`config.mk`:
```
export PLATFORM = sky130hd
export DESIGN_NAME = mem_access_ctrl
export DESIGN_NICKNAME = d
export VERILOG_FILES = /design/src/rtl/mem_access_ctrl_pkg.sv /design/src/rtl/alu.sv /design/src/rtl/sign_extend.sv /design/src/rtl/mem_access_ctrl.sv
export SDC_FILE = /design/constraint.sdc
export NUM_CORES = 1
export LEC_CHECK = 0
export CAP_MARGIN = 20
export CORE_UTILIZATION = 45
export DETAILED_ROUTE_END_ITERATION = 12
export PLACE_DENSITY = 0.81
export SYNTH_ARGS = -nofsm -noshare
export SYNTH_HDL_FRONTEND = slang
export SYNTH_SLANG_ARGS = --single-unit
```
`constraint.sdc`:
```
create_clock -name clk -period 6.6 [get_ports clk]
set_input_delay 0.99 -clock clk [delete_from_list [all_inputs] [get_ports clk]]
set_output_delay 0.99 -clock clk [all_outputs]
set_load 0.05 [all_outputs]
```
`src/rtl/mem_access_ctrl_pkg.sv`:
```
// rtl/mem_access_ctrl_pkg.sv - shared constants for the load/store access controller
package mem_access_ctrl_pkg;

  localparam logic [5:0] OP_LW = 6'h23;
  localparam logic [5:0] OP_SW = 6'h2B;

  localparam logic [2:0] ST_IDLE = 3'd0;
  localparam logic [2:0] ST_ADDR = 3'd1;
  localparam logic [2:0] ST_MEM  = 3'd2;
  localparam logic [2:0] ST_WB   = 3'd3;
  localparam logic [2:0] ST_DONE = 3'd4;

  localparam logic [2:0] ALU_ADD = 3'b010;

  typedef enum logic [1:0] {
    ERR_NONE    = 2'd0,
    ERR_ALIGN   = 2'd1,
    ERR_OPCODE  = 2'd2,
    ERR_TIMEOUT = 2'd3
  } err_code_e;

  function automatic logic is_mem_op(input logic [5:0] op);
    return (op == OP_LW) || (op == OP_SW);
  endfunction

endpackage

```
`src/rtl/alu.sv`:
```
// rtl/alu.sv - 32-bit ALU; add/sub wrap around and discard carry
module alu (
  input  logic [2:0]  alu_ctrl,
  input  logic [31:0] a,
  input  logic [31:0] b,
  output logic [31:0] result
);

  always_comb begin
    result = '0;
    case (alu_ctrl)
      3'b000:  result = a & b;
      3'b001:  result = a | b;
      3'b010:  result = a + b;
      3'b110:  result = a - b;
      3'b111:  result = {31'b0, $signed(a) < $signed(b)};
      default: result = '0;
    endcase
  end

endmodule

```
`src/rtl/sign_extend.sv`:
```
// rtl/sign_extend.sv - 16-bit immediate to 32-bit two's-complement extension
module sign_extend (
  input  logic [15:0] imm,
  output logic [31:0] imm_ext
);

  assign imm_ext = {{16{imm[15]}}, imm};

endmodule

```
`src/rtl/mem_access_ctrl.sv`:
```
// rtl/mem_access_ctrl.sv - sequences one lw/sw through address gen, memory handshake and write-back
module mem_access_ctrl
  import mem_access_ctrl_pkg::*;
#(
  parameter int TIMEOUT_CYCLES = 16
) (
  input  logic        clk,
  input  logic        reset,
  input  logic        start,
  output logic        ready,
  input  logic [31:0] instruction,
  input  logic [31:0] rs_data,
  input  logic [31:0] rt_data,
  output logic        mem_req,
  output logic        mem_we,
  output logic [31:0] mem_addr,
  output logic [31:0] mem_wdata,
  input  logic [31:0] mem_rdata,
  input  logic        mem_ack,
  output logic        reg_write,
  output logic [4:0]  reg_waddr,
  output logic [31:0] reg_wdata,
  output logic        done,
  output logic        err,
  output logic [1:0]  err_code
);

  localparam logic [7:0] WAIT_LAST = 8'(TIMEOUT_CYCLES - 1);

  logic [2:0]  state_q, state_d;
  logic [5:0]  opcode_q, opcode_d;
  logic [4:0]  rt_q, rt_d;
  logic [15:0] imm_q, imm_d;
  logic [31:0] rs_data_q, rs_data_d;
  logic [31:0] rt_data_q, rt_data_d;
  logic [7:0]  wait_q, wait_d;
  logic        ready_q, ready_d;
  logic        mem_req_q, mem_req_d;
  logic        mem_we_q, mem_we_d;
  logic [31:0] mem_addr_q, mem_addr_d;
  logic [31:0] mem_wdata_q, mem_wdata_d;
  logic        reg_write_q, reg_write_d;
  logic [4:0]  reg_waddr_q, reg_waddr_d;
  logic [31:0] reg_wdata_q, reg_wdata_d;
  logic        done_q, done_d;
  logic        err_q, err_d;
  err_code_e   err_code_q, err_code_d;

  logic [31:0] imm_ext;
  logic [31:0] addr;
  logic        unused_rs_field;

  assign unused_rs_field = ^instruction[25:21];

  sign_extend u_sign_extend (
    .imm     (imm_q),
    .imm_ext (imm_ext)
  );

  alu u_alu (
    .alu_ctrl (ALU_ADD),
    .a        (rs_data_q),
    .b        (imm_ext),
    .result   (addr)
  );

  always_comb begin
    state_d     = state_q;
    opcode_d    = opcode_q;
    rt_d        = rt_q;
    imm_d       = imm_q;
    rs_data_d   = rs_data_q;
    rt_data_d   = rt_data_q;
    wait_d      = wait_q;
    ready_d     = ready_q;
    mem_req_d   = mem_req_q;
    mem_we_d    = mem_we_q;
    mem_addr_d  = mem_addr_q;
    mem_wdata_d = mem_wdata_q;
    reg_waddr_d = reg_waddr_q;
    reg_wdata_d = reg_wdata_q;
    err_code_d  = err_code_q;
    reg_write_d = 1'b0;
    done_d      = 1'b0;
    err_d       = 1'b0;

    case (state_q)
      ST_IDLE: begin
        if (start) begin
          opcode_d   = instruction[31:26];
          rt_d       = instruction[20:16];
          imm_d      = instruction[15:0];
          rs_data_d  = rs_data;
          rt_data_d  = rt_data;
          err_code_d = ERR_NONE;
          ready_d    = 1'b0;
          state_d    = ST_ADDR;
        end
      end
      ST_ADDR: begin
        // Opcode fault outranks misalignment.
        if (!is_mem_op(opcode_q)) begin
          err_code_d = ERR_OPCODE;
          err_d      = 1'b1;
          done_d     = 1'b1;
          state_d    = ST_DONE;
        end else if (addr[1:0] != 2'b00) begin
          err_code_d = ERR_ALIGN;
          err_d      = 1'b1;
          done_d     = 1'b1;
          state_d    = ST_DONE;
        end else begin
          mem_addr_d  = addr;
          mem_we_d    = (opcode_q == OP_SW);
          mem_wdata_d = rt_data_q;
          mem_req_d   = 1'b1;
          wait_d      = 8'd0;
          state_d     = ST_MEM;
        end
      end
      ST_MEM: begin
        if (mem_ack) begin
          mem_req_d = 1'b0;
          if (mem_we_q) begin
            done_d  = 1'b1;
            state_d = ST_DONE;
          end else begin
            reg_waddr_d = rt_q;
            reg_wdata_d = mem_rdata;
            reg_write_d = (rt_q != 5'd0);
            state_d     = ST_WB;
          end
        end else if (wait_q == WAIT_LAST) begin
          mem_req_d  = 1'b0;
          err_code_d = ERR_TIMEOUT;
          err_d      = 1'b1;
          done_d     = 1'b1;
          state_d    = ST_DONE;
        end else begin
          wait_d = wait_q + 8'd1;
        end
      end
      ST_WB: begin
        done_d  = 1'b1;
        state_d = ST_DONE;
      end
      ST_DONE: begin
        ready_d = 1'b1;
        state_d = ST_IDLE;
      end
      default: begin
        ready_d   = 1'b1;
        mem_req_d = 1'b0;
        state_d   = ST_IDLE;
      end
    endcase
  end

  always_ff @(posedge clk or posedge reset) begin
    if (reset) begin
      state_q     <= ST_IDLE;
      opcode_q    <= '0;
      rt_q        <= '0;
      imm_q       <= '0;
      rs_data_q   <= '0;
      rt_data_q   <= '0;
      wait_q      <= '0;
      ready_q     <= 1'b1;
      mem_req_q   <= 1'b0;
      mem_we_q    <= 1'b0;
      mem_addr_q  <= '0;
      mem_wdata_q <= '0;
      reg_write_q <= 1'b0;
      reg_waddr_q <= '0;
      reg_wdata_q <= '0;
      done_q      <= 1'b0;
      err_q       <= 1'b0;
      err_code_q  <= ERR_NONE;
    end else begin
      state_q     <= state_d;
      opcode_q    <= opcode_d;
      rt_q        <= rt_d;
      imm_q       <= imm_d;
      rs_data_q   <= rs_data_d;
      rt_data_q   <= rt_data_d;
      wait_q      <= wait_d;
      ready_q     <= ready_d;
      mem_req_q   <= mem_req_d;
      mem_we_q    <= mem_we_d;
      mem_addr_q  <= mem_addr_d;
      mem_wdata_q <= mem_wdata_d;
      reg_write_q <= reg_write_d;
      reg_waddr_q <= reg_waddr_d;
      reg_wdata_q <= reg_wdata_d;
      done_q      <= done_d;
      err_q       <= err_d;
      err_code_q  <= err_code_d;
    end
  end

  assign ready     = ready_q;
  assign mem_req   = mem_req_q;
  assign mem_we    = mem_we_q;
  assign mem_addr  = mem_addr_q;
  assign mem_wdata = mem_wdata_q;
  assign reg_write = reg_write_q;
  assign reg_waddr = reg_waddr_q;
  assign reg_wdata = reg_wdata_q;
  assign done      = done_q;
  assign err       = err_q;
  assign err_code  = err_code_q;

endmodule

```
After elaboration in Yosys (flattened, before gate mapping)
Cells that the tools add are included.
Widths: inputs -> output; s select.
{"block": "totals", "ff_bits": 211, "inputBits": 132, "out_inout_bits": 109, "word_cells": 91}
{"block": "classes", "n_addsub": 2, "eq_ne": 15, "n_mux": 36, "bitwise_logic": 4, "reduce_logical": 16}
{"operator": "$add 32x32->32", "count": 1}
{"operator": "$mux 8", "count": 4}
{"operator": "$mux 3", "count": 6}
{"operator": "$pmux 8 s2", "count": 1}
{"operator": "$mux 1", "count": 14}
{"operator": "$eq 6x6->1 const B", "count": 2}
{"operator": "$ne 2x2->1 const B", "count": 6}
{"operator": "$pmux 3 s4", "count": 1}
{"operator": "$mux 2", "count": 5}
{"operator": "$reduce_and 5->1", "count": 2}
{"operator": "$add 8x1->8 const B", "count": 1}
{"operator": "$eq 8x4->1 const B", "count": 1}
{"operator": "$eq 3x2->1 const B", "count": 2}
{"operator": "$ne 3x3->1 const B", "count": 2}
{"operator": "$pmux 1 s3", "count": 2}
{"operator": "$pmux 2 s3", "count": 1}
{"operator": "$reduce_and 2->1", "count": 3}
{"operator": "$reduce_and 3->1", "count": 2}
{"operator": "$reduce_or 3->1", "count": 2}
{"operator": "$reduce_bool 5->1", "count": 1}
{"operator": "$not 1->1", "count": 4}
{"operator": "$pmux 1 s2", "count": 2}
{"operator": "$reduce_and 4->1", "count": 1}
{"operator": "$reduce_bool 2->1", "count": 2}
{"operator": "5 further kinds", "count": 5}

Depth between registers and ports, before layout
{"block": "depth", "word_depth": 5, "depth_mapped": 9}

Cells and area by module
From an unflattened synthesis, not the netlist that was laid out.
{"block": "hier_totals", "cells_unflattened": 1433, "area_unflattened_um2": 12971.2}
{"mod": "mem_access_ctrl", "n_inst": 1, "cells_each": 737, "area_per_inst_um2": 8240.4, "seq_area_each_um2": 5281.3}
{"mod": "alu", "n_inst": 1, "cells_each": 664, "area_per_inst_um2": 4490.6, "seq_area_each_um2": 0.0}
{"mod": "sign_extend", "n_inst": 1, "cells_each": 32, "area_per_inst_um2": 240.2, "seq_area_each_um2": 0.0}

Least setup slack after synthesis
Ideal clock, no wire load.
{"block": "synth_path", "kind": "flip-flop to flip-flop", "start": "register rs_data_q[0]", "end": "register mem_addr_q[24], in the netlist mem_addr[24]", "setup_time_ns": 0.131, "t_arrival_ns": 2.325, "required_ns": 6.469, "slack_ns": 4.143, "path_stages_with_launch": 10, "n_path_buf": 0, "period_less_slack_ns": 2.457, "cell_sequence": "dfrtp_1 ha_1 fa_1 a21oi_1 o211a_1 nor3_1 or2_2 a21boi_1 nor4_1 or3_1"}
{"block": "synth_between", "elab_chain_cells": 4}
{"item": "start: declaration", "line": "mem_access_ctrl.sv:34", "text": "logic [31:0] rs_data_q, rs_data_d;"}
{"item": "start signal: assignment", "line": "mem_access_ctrl.sv:184", "text": "rs_data_q <= rs_data_d;"}
{"item": "$add 32x32->32 (*)", "line": "alu.sv:14", "text": "3'b010: result = a + b;"}
{"item": "$reduce_bool 2->1", "line": "mem_access_ctrl.sv:107", "text": "end else if (addr[1:0] != 2'b00) begin"}
{"item": "$not 1->1 (no source line)"}
{"item": "$reduce_and 3->1 (no source line)"}
{"item": "end signal: assignment", "line": "mem_access_ctrl.sv:190", "text": "mem_addr_q <= mem_addr_d;"}
{"item": "end: declaration", "line": "mem_access_ctrl.sv:40", "text": "logic [31:0] mem_addr_q, mem_addr_d;"}
Every way passes the cells marked *; elsewhere a longest branch is shown, timed or not.
A chain may end at the register's enable or synchronous reset.

Final worst setup path
{"block": "layout_path", "start": "input port start", "end": "register rt_data_q[26]"}
{"block": "layout_between", "elab_chain_cells": 1}
{"item": "start: declaration", "line": "mem_access_ctrl.sv:9", "text": "input logic start,"}
{"item": "$reduce_and 2->1 (no source line)"}
{"item": "end signal: assignment", "line": "mem_access_ctrl.sv:185", "text": "rt_data_q <= rt_data_d;"}
{"item": "end: declaration", "line": "mem_access_ctrl.sv:35", "text": "logic [31:0] rt_data_q, rt_data_d;"}
Every way passes these cells.

==> flow_summary_export.csv <==
group,metric,value,unit
outcome,status,"complete, no violations",
cells_and_area,stdcell_area,13000,µm²
power_and_ir_drop,p_sw_frac,0.428,
routing,drt_first_pass_iters,6,
logic_synthesis,synth-edff-count,0,
clock_network,ctsHoldBuffers,0,
routing,wire_per_inst,17.0,µm
grt,grt_max_degree,76,
timing,final.setup.worst_slack,3.36,ns
grt,antenna_found_initial,1,
power_and_ir_drop,peakVddDrop,251,µV
logic_synthesis,synth-seq-cells,211,
worst_setup_path,required,6.98,ns
power_and_ir_drop,p_seq_frac,0.312,
cells_and_area,final-seq-area,5280,µm²
hold_path,min_path_type,"reg -> reg",
logic_synthesis,synth_area_leader_cell,"dfrtp_1",
timing,post-route-period-util,0.490,
hold_path,hp-start,"rt_data_q[10]",
worst_setup_path,slowest_delay,0.91,ns
timing,finalHoldViolations,0,
timing,setup_tns,0,ns
routing,drtAntennaViolNets,0,
floorplanning,die_area,22100,µm²
worst_setup_path,r2r_setup_slack,3.51,ns
floorplanning,die_x,149,µm
worst_setup_path,critical-path-top-delay-family,"buffers and inverters",
floorplanning,start_util,0.460,
logic_synthesis,ys_seq_area_frac,0.547,
job,maxCapViolations,0,
routing,wirelength,23400,µm
grt,overflow,0,
floorplanning,io_pins,241,
worst_setup_path,cp-startpoint,"start",
clock_network,cts_max_path_buffers,3,
clock_network,htree_levels,1,
hold_path,whs_path_depth,2,
timing,finalSetupViolations,0,
cells_and_area,fin_nets,1256,
place,io_buffers,235,
logic_synthesis,synth.net_count,1023,
timing,clock_skew,0.0157,ns
routing,vias,7403,
place,post-place-ws,2.83,ns
power_and_ir_drop,pwr-share-clk,0.179,
timing,max_freq,309,MHz
place,dp_hpwl,16700,µm
floorplanning,core,21000,µm²
worst_setup_path,critPathLaunchType,"input pin",
routing,drtIter0Drc,372,
logic_synthesis,post-synth-top-count-cell,"dfrtp_1",
worst_setup_path,critPathArrivalTime,3.62,ns
timing,rsz0062_at_grt,"no",
logic_synthesis,syn_inst,858,
power_and_ir_drop,p_leak,5.80,nW
power_and_ir_drop,p_total,6.61,mW
worst_setup_path,path_cells,"clkdlybuf4s50_1, nor2b_1, nor2b_4, buf_4, mux2_2",
grt,grt_pass1_wl,37500,µm
timing,slew_viol_final,0,
place,gp_routability_congestion,0.877,
logic_synthesis,netlist.area_leader.share,0.544,
worst_setup_path,critPathKind,"in -> reg",
cells_and_area,fillers,1699,
timing,slew_headroom,0.284,
power_and_ir_drop,pwr-share-comb,0.509,
clock_network,cts_sinks,211,
clock_network,cts_setup_buffers,0,
worst_setup_path,reg2reg_from,"rs_data_q[0]",
cells_and_area,drive_gt1_frac,0.160,
power_and_ir_drop,p_int,3.78,mW
logic_synthesis,ys_async_sr_fraction,1.00,
floorplanning,row_count,53,
floorplanning,die_y,149,µm
worst_setup_path,cp_max_fo,75,
grt,grt_pass1_vias,7508,
clock_network,post_cts_resized,0,
worst_setup_path,slowest_stage,"buf_4",
timing,tightest_slew,1.07,ns
clock_network,clkLatencyLatePin,0.51,ns
timing,fin_crit,3.24,ns
hold_path,min_to,"mem_wdata[10]",
logic_synthesis,synth_area_leaders,"dfrtp_1, mux2_2, nand2_1",
logic_synthesis,syn_area,9660,µm²
power_and_ir_drop,power.switching,2.83,mW
cells_and_area,multi_input_area,4190,µm²
power_and_ir_drop,p_per_area,509,nW/µm²
worst_setup_path,rr_endpoint,"mem_addr[27]",
timing,holdWs,0.460,ns
worst_setup_path,rr_worst_depth,6,
cells_and_area,synthToLayoutAreaGrowth,34.4,%
logic_synthesis,ys_warn_count,0,
routing,vias_per_cell,5.38,
logic_synthesis,ys_types,54,
place,place_area,12300,µm²
worst_setup_path,cp_num_buf_inv,2,
worst_setup_path,endpoint_kind,"register",
logic_synthesis,ys.flop_type,"dfrtp_1",
clock_network,cts_inserted_buffers,24,
logic_synthesis,synth_commonest_cells,"dfrtp_1, nand2_1, mux2_2",
routing,drc,0,
clock_network,cts_tree,"done",
grt,track_usage,0.212,
clock_network,cts_root_buf,"clkbuf_16",
logic_synthesis,synth.avg_cell_area,11.3,µm²
clock_network,clkTransAtPathRegs,0.05,ns
[per-stage QoR]
step,util,cells
after floorplan,-,858
after global placement,0.584,1339
after detailed placement,0.584,1339
after CTS,0.617,1375
after global routing,0.618,1377
final,0.618,1377
[how the worst max path moves through the flow]
stage                    end  cells past startpoint  slack, ns
2_1_floorplan           done                      1       2.87
3_3_place_gp   rs_data_q[22]                      5       2.88
3_5_place_dp   rt_data_q[29]                      5       2.83
4_1_cts        rs_data_q[19]                      5       3.38
5_1_grt        rt_data_q[26]                      5       3.21
6_report       rt_data_q[26]                      5       3.36
[cells by family after synthesis]
kind of cell	synth area share
muxes	0.150
adders and majority gates	0.0435
buffers and inverters	0.0210
AOI/OAI and AO/OA	0.0908
and+or+nand+nor	0.121
DFF	0.547
xor gates and xnor gates	0.0272
[placed cells by master (no fill, tap or decap), types with 18 or more instances in the layout]
cell type,n
ha_1,32
nand2_1,161
nor2_1,28
mux2_2,128
clkbuf_16,24
dfrtp_1,210
clkdlybuf4s50_1,235
xor2_1,18
a21oi_1,47
o21ai_0,46
[worst min-delay path, cell delays in order (launching register included)]
cell and delay (ns):
dfrtp_1 0.33, nand2_1 0.05, nand2_1 0.04
[metal layers]
layer,track usage,up-vias,share of wire
li1,-,3469,-
met1,0.254,3657,0.41
met2,0.360,213,0.49
met3,0.0482,64,0.060
met4,0.0979,0,0.044
met5,0,-,0
[layout make-up]
cell class | count | area share
clock buffer | 32 | 0.0509
clock inverter | 4 | 0.00241
multi-input combinational | 600 | 0.323
antenna | 1 | 0.000193
tap | 275 | 0.0265
timing repair buffer | 243 | 0.187
inverter | 11 | 0.00347
sequential | 211 | 0.407
[sequential cells by signal (all words and copies together), names as in the netlist]
register / flops
wait_q: 8
reg_waddr: 5
opcode_q: 6
mem_wdata: 32
rt_q: 5
reg_write: 1
imm_q: 16
err_code: 2
ready: 1
mem_req: 1
state_q: 3
rs_data_q: 32
err: 1
rt_data_q: 32
mem_addr: 32
done: 1
mem_we: 1
reg_wdata: 32
[power groups by stage]
| stage | Clock, mW | Combinational (mW) | Sequential (mW) |
|---|---|---|---|
| after CTS | 1.22 | 3.36 | 2.06 |
| after floorplan | 0 | 1.57 | 2.84 |
| after detailed placement | 0 | 3.34 | 2.08 |
| after global placement | 0 | 3.28 | 2.05 |
| after global routing | 1.26 | 3.61 | 2.12 |
| final | 1.18 | 3.36 | 2.06 |
Note: power is estimated with default switching activity, not from simulation.
